$ cat src/rtl/cmult_rr_sched.sv
// Round-robin scheduler sharing one 2-stage Q1.(W-1) complex multiplier among NCH requesters.
module cmult_rr_sched #(
  parameter int unsigned W   = 20,
  parameter int unsigned NCH = 4,
  parameter int unsigned CW  = 3
) (
  input  logic                 clk,
  input  logic                 rst,
  input  logic                 hold,
  input  logic [NCH-1:0]       req_valid,
  input  logic [NCH*2*W-1:0]   req_a,
  input  logic [NCH*2*W-1:0]   req_b,
  output logic [NCH-1:0]       req_ready,
  output logic                 res_valid,
  output logic [CW-1:0]        res_ch,
  output logic [2*W-1:0]       res_o,
  output logic                 busy,
  output logic [15:0]          grant_cnt
);

  localparam int unsigned DW = 2 * W;
  localparam int unsigned PW = 2 * W + 1;

  logic [CW-1:0]      ptr;
  logic [CW-1:0]      gidx;
  logic [CW-1:0]      ptr_nxt;
  logic               hit;
  logic [NCH-1:0]     grant;
  logic [2*NCH-1:0]   dbl;
  logic [NCH-1:0]     rot;
  logic [CW:0]        sum;
  logic               fire;
  logic [DW-1:0]      mux_a;
  logic [DW-1:0]      mux_b;

  logic               s1_valid;
  logic [DW-1:0]      s1_a;
  logic [DW-1:0]      s1_b;
  logic [CW-1:0]      s1_ch;

  logic signed [W-1:0]  a_i, a_q, b_i, b_q;
  logic signed [DW-1:0] p_ii, p_qq, p_qi, p_iq;
  logic signed [PW-1:0] p_i, p_q;
  logic [W-1:0]         o_i, o_q;
  logic                 unused_bits;

  // Round-robin search: rotate requests so ptr is bit 0, take the lowest set bit.
  always_comb begin
    dbl     = {req_valid, req_valid} >> ptr;
    rot     = dbl[NCH-1:0];
    hit     = 1'b0;
    sum     = '0;
    gidx    = '0;
    grant   = '0;
    for (int j = NCH - 1; j >= 0; j--) begin
      if (rot[j]) begin
        hit = 1'b1;
        sum = {1'b0, ptr} + (CW+1)'(j);
      end
    end
    if (sum >= (CW+1)'(NCH)) sum = sum - (CW+1)'(NCH);
    gidx = sum[CW-1:0];
    for (int k = 0; k < NCH; k++) begin
      grant[k] = hit && (gidx == CW'(k));
    end
    ptr_nxt = (gidx == CW'(NCH - 1)) ? '0 : gidx + CW'(1);
  end

  // Grant is suppressed by reset or hold; a transfer happens whenever any ready is raised.
  always_comb begin
    req_ready = (rst || hold) ? '0 : grant;
    fire      = |req_ready;
  end

  // Select the granted channel's operands.
  always_comb begin
    mux_a = '0;
    mux_b = '0;
    for (int k = 0; k < NCH; k++) begin
      if (grant[k]) begin
        mux_a = req_a[k*DW +: DW];
        mux_b = req_b[k*DW +: DW];
      end
    end
  end

  // Arbiter pointer and grant counter.
  always_ff @(posedge clk) begin
    if (rst) begin
      ptr       <= '0;
      grant_cnt <= '0;
    end else if (fire) begin
      ptr       <= ptr_nxt;
      grant_cnt <= grant_cnt + 16'd1;
    end
  end

  // Stage 1: capture operands and channel tag.
  always_ff @(posedge clk) begin
    if (rst) begin
      s1_valid <= 1'b0;
      s1_a     <= '0;
      s1_b     <= '0;
      s1_ch    <= '0;
    end else begin
      s1_valid <= fire;
      if (fire) begin
        s1_a  <= mux_a;
        s1_b  <= mux_b;
        s1_ch <= gidx;
      end
    end
  end

  // Complex product with round-half-up and wrap to W bits.
  always_comb begin
    a_i  = s1_a[DW-1:W];
    a_q  = s1_a[W-1:0];
    b_i  = s1_b[DW-1:W];
    b_q  = s1_b[W-1:0];
    p_ii = DW'(a_i) * DW'(b_i);
    p_qq = DW'(a_q) * DW'(b_q);
    p_qi = DW'(a_q) * DW'(b_i);
    p_iq = DW'(a_i) * DW'(b_q);
    p_i  = PW'(p_ii) - PW'(p_qq);
    p_q  = PW'(p_qi) + PW'(p_iq);
    o_i  = p_i[DW-2:W-1] + W'(p_i[W-2]);
    o_q  = p_q[DW-2:W-1] + W'(p_q[W-2]);
  end

  assign unused_bits = ^{p_i[PW-1:DW-1], p_i[W-3:0], p_q[PW-1:DW-1], p_q[W-3:0],
                         dbl[2*NCH-1:NCH]};

  // Stage 2: result register; data holds while no result is produced.
  always_ff @(posedge clk) begin
    if (rst) begin
      res_valid <= 1'b0;
      res_ch    <= '0;
      res_o     <= '0;
      busy      <= 1'b0;
    end else begin
      res_valid <= s1_valid;
      busy      <= fire | s1_valid;
      if (s1_valid) begin
        res_o  <= {o_i, o_q};
        res_ch <= s1_ch;
      end
    end
  end

endmodule

$ cat config.mk
export PLATFORM = sky130hd
export DESIGN_NAME = cmult_rr_sched
export DESIGN_NICKNAME = d
export VERILOG_FILES = /design/src/rtl/cmult_rr_sched.sv
export SDC_FILE = /design/constraint.sdc
export NUM_CORES = 2
export LEC_CHECK = 0
export ABC_AREA = 1
export CELL_PAD_IN_SITES_DETAIL_PLACEMENT = 1
export CELL_PAD_IN_SITES_GLOBAL_PLACEMENT = 2
export CORE_ASPECT_RATIO = 1.25
export CORE_UTILIZATION = 38
export DETAILED_ROUTE_END_ITERATION = 12
export PLACE_DENSITY = 0.94
export REMOVE_ABC_BUFFERS = 1
export SYNTH_ARGS = -nofsm -noshare
export SYNTH_HDL_FRONTEND = slang
export SYNTH_SLANG_ARGS = --single-unit
$ cat constraint.sdc
create_clock -name clk -period 9.21 [get_ports clk]
set_clock_uncertainty 0.2 [all_clocks]
set_input_delay 2.3025 -clock clk [delete_from_list [all_inputs] [get_ports clk]]
set_output_delay 2.3025 -clock clk [all_outputs]
set_load 0.02 [all_outputs]
* Word level (Yosys, flattened, before mapping)
Cells that the tools add are included.
** Cells by class
- $add $sub $neg :: 10
- Multiply operators :: 4
- $lt $le $gt $ge :: 1
- Eq/ne operators :: 3
- Shifts and indexed selects :: 1
- Multiplexer cells :: 19
- Bitwise operators :: 1
- Reduce and logical (&&, ||, !) cells :: 7
** Operator list (count)
- two-way mux 40 bit :: 8
- multiplier 20 x 20 -> 39 bit :: 4
- adder 20 x 1 -> 20 bit :: 2
- adder 39 bit :: 1
- subtractor 39 bit :: 1
- two-way mux 4 bit :: 5
- adder 16 x 1 -> 16 bit, second input constant :: 1
- adder 3 x 2 -> 4 bit, second input constant :: 2
- >> shifter 8 x 3 -> 4 bit :: 1
- == test 3 x 2 -> 1 bit, second input constant :: 2
- two-way mux 3 bit :: 2
- adder 3 x 1 -> 4 bit, second input constant :: 1
- >= comparator 4 x 3 -> 1 bit, second input constant :: 1
- logical AND 1 bit :: 4
- two-way mux 1 bit :: 4
- OR reduction 4 bit :: 1
- adder 3 x 1 -> 3 bit, second input constant :: 1
- == test 3 x 1 -> 1 bit, second input constant :: 1
- zero test 3 bit :: 1
- subtractor 3 bit, second input constant :: 1
- logical OR 1 bit :: 1
- OR 1 bit :: 1
** Word-level totals
- Register bits after elaboration :: 148
- Logic and storage cells :: 56

* Longest topological paths before layout
- Depth after elaboration :: 13
- Depth in mapped cells :: 41

* Worst setup path before layout
Ideal clock, no wire load.
- Path kind :: flip-flop to flip-flop
- Start point :: register s1_a[19]
- End point :: register res_o[35]
- Arrival :: 7680 ps
- Data required time :: 8901 ps
- Setup slack :: 1221 ps
- Stages on the path, launching flop included :: 35
- Buffers on the path :: 3
- Clock period less this slack :: 7989 ps
- Cell sequence :: dfxtp_1 -> clkbuf_1 -> clkbuf_1 -> nand2_1 -> fa_1 -> inv_1 -> fa_1 -> fa_1 -> inv_1 -> fa_1 -> fa_1 -> fa_1 -> fa_1 -> inv_1 -> fa_1 -> inv_1 -> ha_1 -> clkbuf_1 -> nand2_1 -> inv_2 -> nand2_1 -> nor2_1 -> inv_1 -> nor3_1 -> nand2_1 -> nand2_1 -> nand2_1 -> nand2_1 -> nand2_1 -> nor2_1 -> nand3_1 -> nand2_1 -> nand3_1 -> nand2_1 -> inv_1
** Between the ends
- Word-level cells in the longest chain between the ends :: 3
** Ends and longest elaborated chain
- start: declaration :: line 37 : logic [DW-1:0] s1_a;
- start signal: assignment :: line 108 : s1_a <= mux_a;
- multiplier 20 x 20 -> 39 bit :: line 122 : p_qq = DW'(a_q) * DW'(b_q);
- subtractor 39 bit :: line 125 : p_i = PW'(p_ii) - PW'(p_qq);
- adder 20 x 1 -> 20 bit :: line 127 : o_i = p_i[DW-2:W-1] + W'(p_i[W-2]);
- end signal: assignment :: line 145 : res_o <= {o_i, o_q};
- end: declaration :: line 16 : output logic [2*W-1:0] res_o,
Every way passes these cells.
A chain may end at the register's enable or synchronous reset.

* Worst setup path after layout
- Start point :: register s1_b[24]
- End point :: register res_o[35]
** Between the ends
- Word-level cells in the longest chain between the ends :: 3
** Ends and longest elaborated chain
- start: declaration :: line 38 : logic [DW-1:0] s1_b;
- start signal: assignment :: line 109 : s1_b <= mux_b;
- multiplier 20 x 20 -> 39 bit :: line 121 : p_ii = DW'(a_i) * DW'(b_i);
- subtractor 39 bit :: line 125
- adder 20 x 1 -> 20 bit :: line 127
Every way passes these cells.

==> flow_summary.ini <==
[die]
rows = 179
die_x_microns = 395
core_area_sq_um = 191000
initial_core_util_pct = 38.4
pin_count = 392
die_area_sq_um = 194000
fp.dieH_microns = 493

[timing]
worst_pin_slew_ns = 1.10
finalCritPeriodShare_pct = 94.5
whs_ns = 0.258
rsz0062_at_grt = false
setup_viol = 0
relSlewSlack_pct = 26.8
hold_viol_final = 0
max_freq_mhz = 115
final_max_slew_viol_count = 0
fin_crit_ns = 8.70
worst_slack_ns = 0.508

[critical_path]
crit_slowest_cell = fa_1
critical_path.most_common_cell = fa_1
cp_data_arrival_time_ns = 8.97
cp-endpoint = res_o[35]$_SDFFE_PP0P_
cp.required_ns = 9.48
cp-start-kind = register
cp-end-kind = register
critPathMaxStageDelay_ns = 0.77
crit_type = reg2reg
crit_fanout = 17
reg2reg_to = res_o[35]$_SDFFE_PP0P_
rr_startpoint = s1_b[24]$_SDFFE_PP0P_
crit_start = s1_b[24]$_SDFFE_PP0P_
rrSetupSlack_ns = 0.51
r2r_cells = 28

[clocking]
clockRootBuffer = clkbuf_16
cts_num_sinks = 148
insertion_delay_ns = 0.60
htree_levels = 4
cts_max_path_buffers = 2
cts_made_buffers = 17
cts_tree = done
path_clk_slew_ns = 0.09
holdBufCountCts = 0
post-cts-setup-buffers = 0

[synth]
yosysMostFrequentCell = inv_1
synthCells = 9750
synthesis.area_sq_um = 73200
synthArstFlopShare_pct = 0
synth_top_cell_by_area = fa_1
synthDistinctLibCells = 49
synth-edff-count = 0
synth_area_leaders = fa_1 49%, inv_1 16%, nand2_1 14%
synth-seq-cells = 148
synth.top_cell.area_share_pct = 48.6
seq_area_frac_synth_pct = 4.05
yosys-top-cells-count = 3040 x inv_1, 2645 x nand2_1, 1777 x fa_1
synthFlopType = dfxtp_1
synth_warnings = 0
synth.avg_cell_area_sq_um = 7.51

[route]
ant_nets = 0
viasPerCell = 4.97
drc_errors = 0
drt_first_iter_violations = 3220
vias = 61600
wl_per_cell_microns = 21.3
wl_microns = 264000
dr.pass1.iters = 5

[placement]
dpl.hpwl_microns = 222000
portBuffers = 391
preCtsSetupSlack_ns = 0.407
gp_congestion = 0.941
place_area_sq_um = 80400

[layout]
stdcell_area_sq_um = 81000
areaGrowthSynthToFinish_pct = 10.7
drive_gt1_share_pct = 3.43
fin_nets = 12400

[global_routing]
grt_max_degree = 108
grt-ovfl-total = 0
grt_first_pass_wirelength_microns = 414000
grt_pass1_vias = 72500
grt_usage_pct = 28.1
antenna_found_initial = 12

[run_status]
outcome = complete, no violations

[worst_hold_path]
worst_hold_path_type = reg2reg

[flow_run]
cap_violations = 0
==> state kept, by name, summed over array words and instances, names as in the netlist <==
name	cells
res_o	40
s1_a	40
s1_b	40
grant_cnt	16
ptr	3
res_ch	3
s1_ch	3
busy	1
res_valid	1
s1_valid	1
==> repair_timing <==
action,in CTS,in global routing
endpoints found under the setup margin,0,12
hold endpoints to repair,0,0
gates resized for setup,0,16
==> layer usage <==
layer / up-vias / global-route usage, % / part of all wire [%]
met3: 682 / 2.83 / 4.5
met4: 2 / 18.4 / 7.5
met1: 32000 / 30.7 / 36
li1: 27200 / - / -
met5: - / 0 / 0.0049
met2: 1762 / 51.4 / 52
==> stage by stage <==
step | util, % | setup TNS, ns | std cells
floorplan | - | -7.15 | 9252
global placement | 42.1 | 0 | 12400
detailed placement | 42.1 | 0 | 12400
CTS | 42.4 | 0 | 12400
global route | 42.5 | 0 | 12400
finish | 42.5 | 0 | 12400
==> placed cells by master, fill, tap and decap left out, drive strengths merged, types with 6 or more instances in the layout <==
| master | synthesis | layout |
|---|---|---|
| a21oi | 94 | 94 |
| xnor2 | 41 | 41 |
| buf | 87 | 194 |
| o21bai | 20 | 20 |
| ha | 401 | 401 |
| nand3b | 18 | 18 |
| nand4 | 121 | 121 |
| or2 | 18 | 18 |
| fa | 1777 | 1777 |
| nor2 | 449 | 449 |
| nand3 | 296 | 296 |
| nand2 | 2649 | 2649 |
| inv | 3048 | 3059 |
| o211ai | 6 | 6 |
| clkbuf | 411 | 17 |
| clkdlybuf4s50 | 0 | 390 |
| o21ai | 82 | 82 |
| dfxtp | 148 | 148 |
| xor2 | 41 | 41 |
| diode | 0 | 6 |
| nor3 | 25 | 25 |
==> cell families after synthesis <==
group	Yosys count	share of synthesized area (%)
AO/OA/AOI/OAI	212	1.62
buffers and inverters	3547	18.3
AND/OR/NAND/NOR	3583	19.6
adder cells (fa/ha/maj)	2178	55.5
flip-flops	148	4.05
XOR/XNOR	82	0.981
==> final cells by class <==
type,instances,area (sq um)
sequential,148,3090
multi-input combinational,6055,56900
inverter,3049,11400
antenna,6,15.0
clock buffer,17,425
clock inverter,15,184
fill,23700,110000
timing repair buffer,584,5830
tap,2534,3170
==> worst min path at each step <==
| stage | startpoint | endpoint | slack, ns | depth (start not counted) |
|---|---|---|---|---|
| 4_1_cts | s1_ch[1]$_SDFFE_PP0P_ | s1_ch[1]$_SDFFE_PP0P_ | 0.26 | 2 |
| 2_1_floorplan | s1_ch[2]$_SDFFE_PP0P_ | s1_ch[2]$_SDFFE_PP0P_ | 0.22 | 2 |
| 3_3_place_gp | s1_ch[2]$_SDFFE_PP0P_ | s1_ch[2]$_SDFFE_PP0P_ | 0.23 | 2 |
| 3_5_place_dp | s1_ch[1]$_SDFFE_PP0P_ | s1_ch[1]$_SDFFE_PP0P_ | 0.25 | 2 |
| 6_report | s1_ch[1]$_SDFFE_PP0P_ | s1_ch[1]$_SDFFE_PP0P_ | 0.26 | 2 |
| 5_1_grt | s1_ch[1]$_SDFFE_PP0P_ | s1_ch[1]$_SDFFE_PP0P_ | 0.28 | 2 |
==> critical path: cells and delay by family (launching register included) <==
kind,cells,cell delay (ns)
AOI/OAI and AO/OA,4,0.58
xor gates and xnor gates,1,0.35
adders and majority gates,9,4.93
buffers and inverters,6,0.69
DFF,1,0.71
and+or+nand+nor,8,1.04
Power is not shown: default switching activity piles up to over one toggle a cycle in this logic, so the estimate is an artifact.
